## src/rtl/fact_engine_if.sv

```systemverilog
// fact_engine_if: request/response bundle for the iterative factorial unit.
// The master drives start/n and samples busy/done/result/ovf; the engine is the slave.
interface fact_engine_if #(
  parameter int WIDTH = 8
);
  logic             start;
  logic [WIDTH-1:0] n;
  logic             busy;
  logic             done;
  logic [WIDTH-1:0] result;
  logic             ovf;

  modport master (
    output start, n,
    input  busy, done, result, ovf
  );

  modport slave (
    input  start, n,
    output busy, done, result, ovf
  );
endinterface

```

## src/rtl/fact_engine.sv

```systemverilog
// fact_engine: iterative n! unit with an internal IDLE/RUN/DONE sequencer.
// A job is accepted on start in IDLE or DONE. RUN multiplies the accumulator by
// an up-counter from 2 until the counter equals the latched operand. The result
// is published only on entry to DONE.
// Optional feature macro: FACT_OVF_EN (sticky overflow detection with
// saturation of the accumulator and result to all-ones). When it is undefined,
// ovf is constant 0 and result is n! mod 2^WIDTH.
module fact_engine #(
  parameter int WIDTH = 8
) (
  input  logic          clk,
  input  logic          rst_n,
  fact_engine_if.slave  bus
);

  typedef enum logic [1:0] {
    S_IDLE = 2'd0,
    S_RUN  = 2'd1,
    S_DONE = 2'd2
  } state_e;

  localparam logic [WIDTH-1:0] ONE      = WIDTH'(1);
  localparam logic [WIDTH-1:0] TWO      = WIDTH'(2);
  localparam logic [WIDTH-1:0] ALL_ONES = {WIDTH{1'b1}};

  state_e           state_q, state_d;
  logic [WIDTH-1:0] n_q, n_d;
  logic [WIDTH-1:0] cnt_q, cnt_d;
  logic [WIDTH-1:0] acc_q, acc_d;
  logic [WIDTH-1:0] result_q, result_d;
  logic             busy_q, busy_d;
  logic             done_q, done_d;
  logic [WIDTH-1:0] step_s;  // accumulator value after this RUN step

`ifdef FACT_OVF_EN
  logic [2*WIDTH-1:0] prod_s;
  logic               step_ovf_s;
  logic               ovf_q, ovf_d;          // sticky overflow of the running job
  logic               ovf_out_q, ovf_out_d;  // published with result

  assign prod_s = {{WIDTH{1'b0}}, acc_q} * {{WIDTH{1'b0}}, cnt_q};

  // One multiply step with overflow detection; once overflowed the product pins at all-ones.
  always_comb begin
    step_ovf_s = ovf_q;
    step_s     = prod_s[WIDTH-1:0];
    if (prod_s[2*WIDTH-1:WIDTH] != {WIDTH{1'b0}}) begin
      step_ovf_s = 1'b1;
    end else begin
      step_ovf_s = ovf_q;
    end
    if (step_ovf_s) begin
      step_s = ALL_ONES;
    end else begin
      step_s = prod_s[WIDTH-1:0];
    end
  end

  assign bus.ovf = ovf_out_q;
`else
  // Modulo-2^WIDTH product: only the low half of the full product is kept.
  assign step_s  = acc_q * cnt_q;
  assign bus.ovf = 1'b0;
`endif

  // Sequencer next-state and datapath register updates.
  always_comb begin
    state_d  = state_q;
    n_d      = n_q;
    cnt_d    = cnt_q;
    acc_d    = acc_q;
    result_d = result_q;
`ifdef FACT_OVF_EN
    ovf_d     = ovf_q;
    ovf_out_d = ovf_out_q;
`endif
    case (state_q)
      S_IDLE, S_DONE: begin
        if (bus.start) begin
          n_d   = bus.n;
          acc_d = ONE;
`ifdef FACT_OVF_EN
          ovf_d = 1'b0;
`endif
          if (bus.n <= ONE) begin
            // 0! and 1! complete immediately without entering RUN.
            state_d  = S_DONE;
            result_d = ONE;
`ifdef FACT_OVF_EN
            ovf_out_d = 1'b0;
`endif
          end else begin
            cnt_d   = TWO;
            state_d = S_RUN;
          end
        end else begin
          state_d = S_IDLE;
        end
      end
      S_RUN: begin
        acc_d = step_s;
        cnt_d = cnt_q + ONE;
`ifdef FACT_OVF_EN
        ovf_d = step_ovf_s;
`endif
        // Equality termination: cnt stops at n_q, so it never wraps within a job.
        if (cnt_q == n_q) begin
          state_d  = S_DONE;
          result_d = step_s;
`ifdef FACT_OVF_EN
          ovf_out_d = step_ovf_s;
`endif
        end else begin
          state_d = S_RUN;
        end
      end
      default: begin
        state_d = S_IDLE;
      end
    endcase
    busy_d = (state_d == S_RUN);
    done_d = (state_d == S_DONE);
  end

  // State, datapath and registered handshake outputs.
  always_ff @(posedge clk or negedge rst_n) begin
    if (!rst_n) begin
      state_q  <= S_IDLE;
      n_q      <= {WIDTH{1'b0}};
      cnt_q    <= {WIDTH{1'b0}};
      acc_q    <= {WIDTH{1'b0}};
      result_q <= {WIDTH{1'b0}};
      busy_q   <= 1'b0;
      done_q   <= 1'b0;
    end else begin
      state_q  <= state_d;
      n_q      <= n_d;
      cnt_q    <= cnt_d;
      acc_q    <= acc_d;
      result_q <= result_d;
      busy_q   <= busy_d;
      done_q   <= done_d;
    end
  end

`ifdef FACT_OVF_EN
  // Overflow flags: sticky per-job flag and the copy published with result.
  always_ff @(posedge clk or negedge rst_n) begin
    if (!rst_n) begin
      ovf_q     <= 1'b0;
      ovf_out_q <= 1'b0;
    end else begin
      ovf_q     <= ovf_d;
      ovf_out_q <= ovf_out_d;
    end
  end
`endif

  assign bus.busy   = busy_q;
  assign bus.done   = done_q;
  assign bus.result = result_q;

endmodule

```

## src/flat_wrapper.sv

```systemverilog
// flat-port wrapper written by rule: the top's interface ports become plain ports
module fact_engine_flat 
#(
  parameter int WIDTH = 8
)
  (clk, rst_n, bus_start, bus_n, bus_busy, bus_done, bus_result, bus_ovf);
  fact_engine_if #(.WIDTH(WIDTH)) bus_i ();
  input  logic clk;
  input  logic rst_n;
  input wire logic [$bits(bus_i.start)-1:0] bus_start;
  input wire logic [$bits(bus_i.n)-1:0] bus_n;
  output wire logic [$bits(bus_i.busy)-1:0] bus_busy;
  output wire logic [$bits(bus_i.done)-1:0] bus_done;
  output wire logic [$bits(bus_i.result)-1:0] bus_result;
  output wire logic [$bits(bus_i.ovf)-1:0] bus_ovf;
  assign bus_i.start = bus_start;
  assign bus_i.n = bus_n;
  assign bus_busy = bus_i.busy;
  assign bus_done = bus_i.done;
  assign bus_result = bus_i.result;
  assign bus_ovf = bus_i.ovf;
  fact_engine #(.WIDTH(WIDTH)) u_core (.clk(clk), .rst_n(rst_n), .bus(bus_i));
endmodule
```

## config.mk

```make
export PLATFORM = sky130hd
export DESIGN_NAME = fact_engine_flat
export DESIGN_NICKNAME = d
export VERILOG_FILES = /design/src/rtl/fact_engine_if.sv /design/src/rtl/fact_engine.sv /design/src/flat_wrapper.sv
export SDC_FILE = /design/constraint.sdc
export NUM_CORES = 1
export LEC_CHECK = 0
export ABC_AREA = 1
export CAP_MARGIN = 40
export CORE_MARGIN = 1
export CORE_UTILIZATION = 59
export CTS_CLUSTER_SIZE = 20
export DETAILED_ROUTE_END_ITERATION = 8
export PLACE_DENSITY = 0.81
export SETUP_SLACK_MARGIN = 0.15
export SYNTH_ARGS = -nofsm -noshare
export SYNTH_HDL_FRONTEND = slang
export SYNTH_SLANG_ARGS = --single-unit
```

## constraint.sdc

```tcl
create_clock -name clk -period 4.7 [get_ports clk]
set_clock_uncertainty 0.2 [all_clocks]
set_input_delay 0.705 -clock clk [delete_from_list [all_inputs] [get_ports clk]]
set_output_delay 0.705 -clock clk [all_outputs]
set_load 0.01 [all_outputs]
```

==> impl_metrics.ini <==
[logic_synthesis]
synth_top_area_cell = dfrtp_1
ys_seq_area_share_pct = 33.0
syn_avg_cell_area_sq_um = 7.70
syn-cell-area_sq_mm = 0.00273
syn-num-nets = 395
ys_ff_latch = 36
syn_inst = 355
synth_cell_types = 36
ys_top_cells_by_area = dfrtp_1 33%, nand2_1 15%, inv_1 10%
yosysTopAreaCellShare_pct = 33.0
ys_warn_count = 0

[worst_setup_path]
arrival_ns = 3.98
crit_chain = nand2_1, fa_1, fa_1, inv_1, fa_1, inv_1, fa_1, inv_1, ha_1, a21oi_1, inv_1, nand3_1, nand4_1, nand2_1
crit_required_ns = 4.71
startpoint_type = flip-flop
worstSetupPathType = flip-flop to flip-flop
crit_slowest_cell = dfrtp_1
end_kind = flip-flop
cp_slowest_stage_delay_ns = 0.58
crit_fanout = 11

[power]
powerDensity_mw_per_mm2 = 547
ir_drop_uv = 371
power.leakage_nw = 1.72
power.total_mw = 1.64

[global_route]
grtUsageTotal_pct = 23.8
antenna_found_initial = 0
grt_max_degree = 37
grt_pass1_wl_um = 9250
grt_pass1_vias = 2127
grt_overflow = 0

[final_layout]
nets = 409
ff_latch_area_sq_um = 901
fill_cells = 357
drive_above_1_share_pct = 6.76
utilization_pct = 67.8
multiInputGateArea_sq_mm = 0.00143
area_growth_pct = 9.52
diodes = 0

[placed_design]
portBuffers = 20
dpl.hpwl_um = 4060
place_ws_ns = 0.755
gp_congestion = 0.830

[floorplanning]
die_w_um = 70.1
die_h_um = 70.1
initial_core_util_pct = 61.9
io_pins = 22
dieArea_sq_mm = 0.00491
core-area_sq_mm = 0.00441
rows = 24

[routing]
num_vias = 2156
wire_per_inst_um = 12.2
via_per_inst = 5.11
dr_wl_met3_um = 184
drc = 0
routed-wl-met2_um = 2650
wl_met1_um = 2240
dr.pass1.iters = 4
ant_nets = 0
totalWireLength_um = 5170
drt_iter0_drc = 115
highest_layer = met4

[sta]
rsz0062_at_grt = no
setup_slack_ns = 0.727
hold_violations = 0
whs_ns = 0.285
tightestPinTransition_ns = 0.698
period_needed_ns = 3.97
fmax_mhz = 252
setup_viol_count_final = 0
slew_violations = 0
maxSlewHeadroom_pct = 53.4
post-route-period-util_pct = 84.5
setup_tns_ns = 0

[clock_network]
htree_levels = 2
postCtsHoldBufs = 0
cts_resized = 0
clk_path_buf_depth = 2
insertion_delay_ns = 0.28
post-cts-setup-buffers = 0
cts_made_buffers = 5
cts.sinks = 36
cts_root_buf = clkbuf_8
cts_tree = done
cts.clk_slew.worst_paths_ns = 0.07

[hold_path]
hold_class = flip-flop to flip-flop

[flow_run]
cap_violations = 0

[status]
status = completed
-- stage by stage --
step / instance area [sq um] / std cells
3_5_place_dp: 2910 / 414
2_1_floorplan: 2730 / 355
6_report: 2990 / 422
4_1_cts: 2990 / 422
3_3_place_gp: 2910 / 414
5_1_grt: 2990 / 422
-- critical path: cells and delay by family (launching register included) --
| family | cells | cell delay (ns) |
|---|---|---|
| AOI/OAI and AO/OA | 1 | 0.24 |
| adders and majority gates | 5 | 2.26 |
| buffers and inverters | 4 | 0.22 |
| DFF | 1 | 0.58 |
| and+or+nand+nor | 4 | 0.38 |
-- cells by family after synthesis --
logic type      Yosys count  share of synthesized area [%]
simple gates            156                           25.3
compound gates           28                           6.27
other cells               1                          0.137
fa+ha+maj                29                           16.6
flops                    36                           33.0
buf+inv                  92                           14.6
xor+xnor                 13                           4.17
-- cells in the mapped netlist --
master,count
xnor2_1,3
or2_2,2
nor2_1,3
inv_6,1
nor3_2,2
o22a_1,1
o22ai_1,6
o21ai_0,11
fa_1,12
conb_1,1
nand3_2,1
nand2_4,1
buf_6,3
or2_1,2
nand2_2,3
nor2_2,1
or2_0,1
clkbuf_1,3
buf_2,3
nor3_1,3
inv_4,1
nor4_1,1
a31oi_1,2
dfrtp_1,36
ha_1,17
inv_1,73
nand2_1,111
buf_4,5
xor2_1,10
nand4_1,4
a21oi_1,2
inv_2,3
nor2_8,1
nand3_1,20
o31ai_1,4
o21ai_2,2
-- power breakdown --
part,switching (mW),internal (mW),leakage (nW)
Combinational,0.471,0.339,1.23
Sequential,0.173,0.441,0.446
Clock,0.107,0.106,0.0424
Total,0.751,0.886,1.72
-- layout make-up --
class,instances,area share (%)
multi-input cells,227,47.9
flip-flops and latches,36,30.1
inverters,78,10.0
repair buffers,21,6.94
clock buffers,7,2.55
well taps,52,2.17
clock inverters,1,0.293
-- cell usage in the layout (no fill, tap or decap), types with 2 or more instances in the layout --
cell,synthesis,routed
nand2_1,111,111
inv_1,73,73
dfrtp_1,36,36
nand3_1,20,20
clkdlybuf4s50_1,0,20
ha_1,17,17
fa_1,12,12
o21ai_0,11,11
xor2_1,10,10
o22ai_1,6,6
clkbuf_8,0,5
nand4_1,4,4
o31ai_1,4,4
inv_2,3,3
nor2_1,3,3
nor3_1,3,3
xnor2_1,3,3
nand2_2,3,3
or2_2,2,2
or2_1,2,2
nor3_2,2,2
a21oi_1,2,2
a31oi_1,2,2
o21ai_2,2,2
clkbuf_1,3,2
-- path summary, 6_finish.rpt --
check | from | endpoint | slack (ns) | cells after the start
max | u_core.cnt_q[2] | u_core.bus.result[7] | 0.73 | 14
min | u_core.bus.result[4] | u_core.bus.result[4] | 0.29 | 2
min in group asynchronous | rst_n | u_core.state_q[0] | 0.63 | 2
max in group asynchronous | rst_n | u_core.acc_q[2] | 3.33 | 2
max reg2reg | u_core.cnt_q[2] | u_core.bus.result[7] | 0.73 | 14
min reg2reg | u_core.bus.result[4] | u_core.bus.result[4] | 0.29 | 2
-- registers in the layout (all words and copies together) (netlist names) --
name               flops
u_core.acc_q           8
u_core.cnt_q           8
u_core.bus.result      8
u_core.state_q         2
u_core.bus.done        1
u_core.bus.busy        1
u_core.n_q             8
-- layer usage --
layer	vias to the layer above	GRT usage [%]
met4	0	6.89
met5	-	0
met3	8	4.33
li1	1099	-
met1	1003	29.7
met2	46	41.9
No activity file was read; power rests on OpenSTA's default activity.
